[src/rtl/p_test_pkg.sv]
// ============================================================================
// Module      : p_test_pkg
// Description : Shared field positions and condition codes for the P-test
//               branch stage of the micro-sequencer.
// Revision    : 1.0 - initial release
// ============================================================================
`default_nettype none

package p_test_pkg;

    localparam int AW      = 6;
    localparam int P3_BIT  = 21;
    localparam int P1_BIT  = 20;
    localparam int P2_BIT  = 19;
    localparam int COND_HI = 18;
    localparam int COND_LO = 16;

    typedef enum logic [2:0] {
        COND_CF     = 3'd0,
        COND_ZF     = 3'd1,
        COND_SF     = 3'd2,
        COND_OF     = 3'd3,
        COND_AF     = 3'd4,
        COND_NZ     = 3'd5,
        COND_NC     = 3'd6,
        COND_ALWAYS = 3'd7
    } cond_e;

endpackage

`default_nettype wire

[src/rtl/p_cond_mux.sv]
// ============================================================================
// Module      : p_cond_mux
// Description : Combinational branch-condition selector (COND code + flags).
// Revision    : 1.0 - initial release
// ============================================================================
`default_nettype none

module p_cond_mux
    import p_test_pkg::*;
(
    input  logic [2:0] cond,
    input  logic       cf,
    input  logic       af,
    input  logic       zf,
    input  logic       sf,
    input  logic       of,
    output logic       cond_true
);

    always_comb begin
        cond_true = 1'b0;
        case (cond)
            COND_CF:     cond_true = cf;
            COND_ZF:     cond_true = zf;
            COND_SF:     cond_true = sf;
            COND_OF:     cond_true = of;
            COND_AF:     cond_true = af;
            COND_NZ:     cond_true = ~zf;
            COND_NC:     cond_true = ~cf;
            COND_ALWAYS: cond_true = 1'b1;
            default:     cond_true = 1'b0;
        endcase
    end

endmodule

`default_nettype wire

[config.mk]
export PLATFORM = sky130hd
export DESIGN_NAME = p_cond_mux
export DESIGN_NICKNAME = d
export VERILOG_FILES = /design/src/rtl/p_test_pkg.sv /design/src/rtl/p_cond_mux.sv
export SDC_FILE = /design/constraint.sdc
export NUM_CORES = 1
export LEC_CHECK = 0
export ABC_AREA = 1
export CORE_AREA = 2 2 39 41
export DETAILED_ROUTE_END_ITERATION = 7
export DIE_AREA = 0 0 41 43
export SYNTH_ARGS = -nofsm -noshare
export SYNTH_HDL_FRONTEND = slang
export SYNTH_SLANG_ARGS = --single-unit
[constraint.sdc]
create_clock -name vclk -period 1.13
set_input_delay 0.226 -clock vclk [all_inputs]
set_output_delay 0.226 -clock vclk [all_outputs]
set_load 0.02 [all_outputs]
Word-level counts from Yosys, hierarchy flattened
Cells that the tools add are included.

Memories kept: 0. Bits of input ports: 8. Memory bits (read-only): 0. Bits in writable memories: 0. Bits in latches: 0. Output and inout port bits: 1. Register bits after elaboration: 0. Word-level logic and storage cells: 11.

Bitwise gates (word level): 2. Multiplexer cells: 1. Magnitude comparators: 0. Shift-type cells: 0. Reduce and logical (&&, ||, !) cells: 1. Div/mod/pow operators: 0. Equal/unequal tests: 7. $add $sub $neg: 0. Multipliers: 0.

Operators by type and width (number): $eq A3 B3 Y1 const B (4); $pmux W1 S8 (1); $eq A3 B2 Y1 const B (2); $eq A3 B1 Y1 const B (1); $logic_not A3 Y1 (1); $not A1 Y1 (2).

Depth between registers and ports, before layout
Depth in word-level cells: 2. Gate-level depth with buffers: 7. Mapped depth without buffers: 7.

Worst setup path before layout
No wires, ideal clock.

Path kind: input -> output. From: in cond[0]. To: out cond_true. Stages: 7. Path slack: 270 ps. Arrival: 634 ps. Path buffers: 0. Data required time: 904 ps. Cell sequence: inv_2 > nand2_2 > nand2_1 > nand2_1 > nand3_1 > nand2_1 > inv_1.

Longest elaborated chain between the ends: 2. Elaborated cells between the ends (all ways): 9. Classes of those cells: 7 x eq/ne; 1 x mux; 1 x reduce/logical.

RTL lines: start, declared (RTL line p_cond_mux.sv:11) `input logic [2:0] cond,`; $eq A3 B3 Y1 (tied with other cells) (RTL line p_cond_mux.sv:22) `case (cond)`; $pmux W1 S8 * (RTL line p_cond_mux.sv:22); end, declared (RTL line p_cond_mux.sv:17) `output logic cond_true`.

Mark *: on every way between the ends. The rest lies on a longest branch, timed or not.

Worst setup path in the final report
Same ends and word-level chain as after synthesis.

==> reports/metrics.cfg <==
[cells_and_area]
fin_nets = 38
areaGrowthSynthToFinish_pct = 141.9
clkbuf_count = 0
fin_cells = 44
drive_above_1_share = 0.3929
utilization = 0.1356
design.seq.count = 0
layout_common_cells = nand2_1, clkbuf_2, clkdlybuf4s15_1
diodes = 0
register_area_um2 = 0
final_common_cell = nand2_1

[floorplanning]
ios = 9
start_util = 0.05606
core_area_mm2 = 0.001384
die_x_um = 41
row_count = 14
chipHeight_um = 43
dieArea_mm2 = 0.001763

[global_routing]
grt-ovfl-total = 0
grt_pass1_vias = 139
grt_max_degree = 4
grt_pass1_wl_um = 393
grt_util_all_layers = 0.02997
antenna_found_initial = 0

[worst_setup_path]
path_max_fanout = 3
critPathLaunchType = input pin
arrival_ps = 820
cp_data_required_time_ps = 900
path_class = in -> out
crit_path_end_kind = output port

[yosys]
synth-xor-area-share = 0
synth_fp_nets = 27
yosysWarnings = 0
synth_compound_area_frac = 0.06452
synth_area_um2 = 77.57
synthSimpleGateAreaFrac = 0.6935
synthAdderAreaFrac = 0
ys_seq_area_frac = 0
synth_top_family_by_area = simple AND/OR/NAND/NOR gates
muxShareOfSynthArea = 0
synth_area_per_cell_um2 = 4.083
netlist_instances = 19
post_synth_num_cell_types = 6

[timing]
rsz0062_at_grt = true
relSlewSlack = 0.9429
slew_violations = 0
finalCriticalPeriod_ps = 1051
post-route-period-util = 0.9299
hold_viol = 0
fmax_mhz = 951.7
setup_violations = 0
worst_pin_slew_ps = 85.67
setup_tns_ps = 0

[place]
gp_congestion = 0.6291
dp_hpwl_um = 247.7
io_buffer_count = 9
dp_cells = 44

[power]
powerDensity_mw_per_mm2 = 355.6
p_leak_nw = 0.1082
ir_drop_uv = 40.58

[route]
ant_nets = 0
wl_um = 270
viasPerCell = 3.023
first_iter_violations = 0
drc = 0
drt-pass1-iter-count = 1
num_vias = 133
avgRoutedWirePerCell_um = 6.136

[clock_tree]
hold_buffers = 0

[status]
status = completed

[job]
maxCapViolCount = 0

[worst_hold_path]
worst_hold_path.num_cells = 6
min_path_type = in -> out

==> worst paths after layout <==
path / start / end / slack [ps]
max: cond[0] / cond_true / 80
min: cond[2] / cond_true / 870
==> power by group <==
part / switching, mW / leakage [nW] / internal (mW) / total (mW)
Clock: 0 / 0 / 0 / 0
Combinational: 0.0317 / 0.108 / 0.0351 / 0.0667
Sequential: 0 / 0 / 0 / 0
==> timing repair <==
action | in CTS | in global routing
endpoints found under the setup margin | 1 | 1
buffers inserted | 0 | 0
gates cloned | 0 | 0
gates resized for setup | 23 | 13
pin swaps | 7 | 10
==> metrics by stage <==
step	hold WS, ps	power, mW	worst slack (ps)	area (µm²)
2_1_floorplan	704.0	0.02565	269.8	77.57
6_report	871.7	0.06673	79.27	187.7
3_5_place_dp	1634	0.06633	-804.5	187.7
4_1_cts	983.8	0.06140	12.74	183.9
5_1_grt	940.2	0.07327	-0.4212	187.7
3_3_place_gp	1616	0.06570	-791.3	187.7
==> cells by family after synthesis <==
| group | Yosys count |
|---|---|
| simple gates | 13 |
| compound gates | 1 |
| buf+inv | 5 |
==> worst max-delay path, cell delays in order <==
cell and delay (ps):
buf_8 100, inv_6 50, nand2_4 40, a21oi_2 120
nand2_1 60, nand2_1 70, inv_2 40, buf_6 120
==> routing by layer <==
metal	part of all wire	track usage	up-vias
met5	0	0	-
met4	0	0	0
met3	0	0	0
met2	0.73	0.08438	0
met1	0.27	0.009494	59
li1	-	-	74
==> cells in the mapped netlist (all sizes together) <==
| library cell | number | area [µm²] |
|---|---|---|
| a21oi | 1 | 5.000 |
| inv | 5 | 18.76 |
| nand2 | 11 | 43.80 |
| nand3 | 2 | 10.01 |
==> cell type report <==
cell class / count / area [µm²]
well taps: 16 / 20.02
multi-input cells: 14 / 67.56
repair buffers: 9 / 76.32
inverters: 5 / 23.77
fillers: 165 / 1196
No activity file was read; power rests on OpenSTA's default activity.
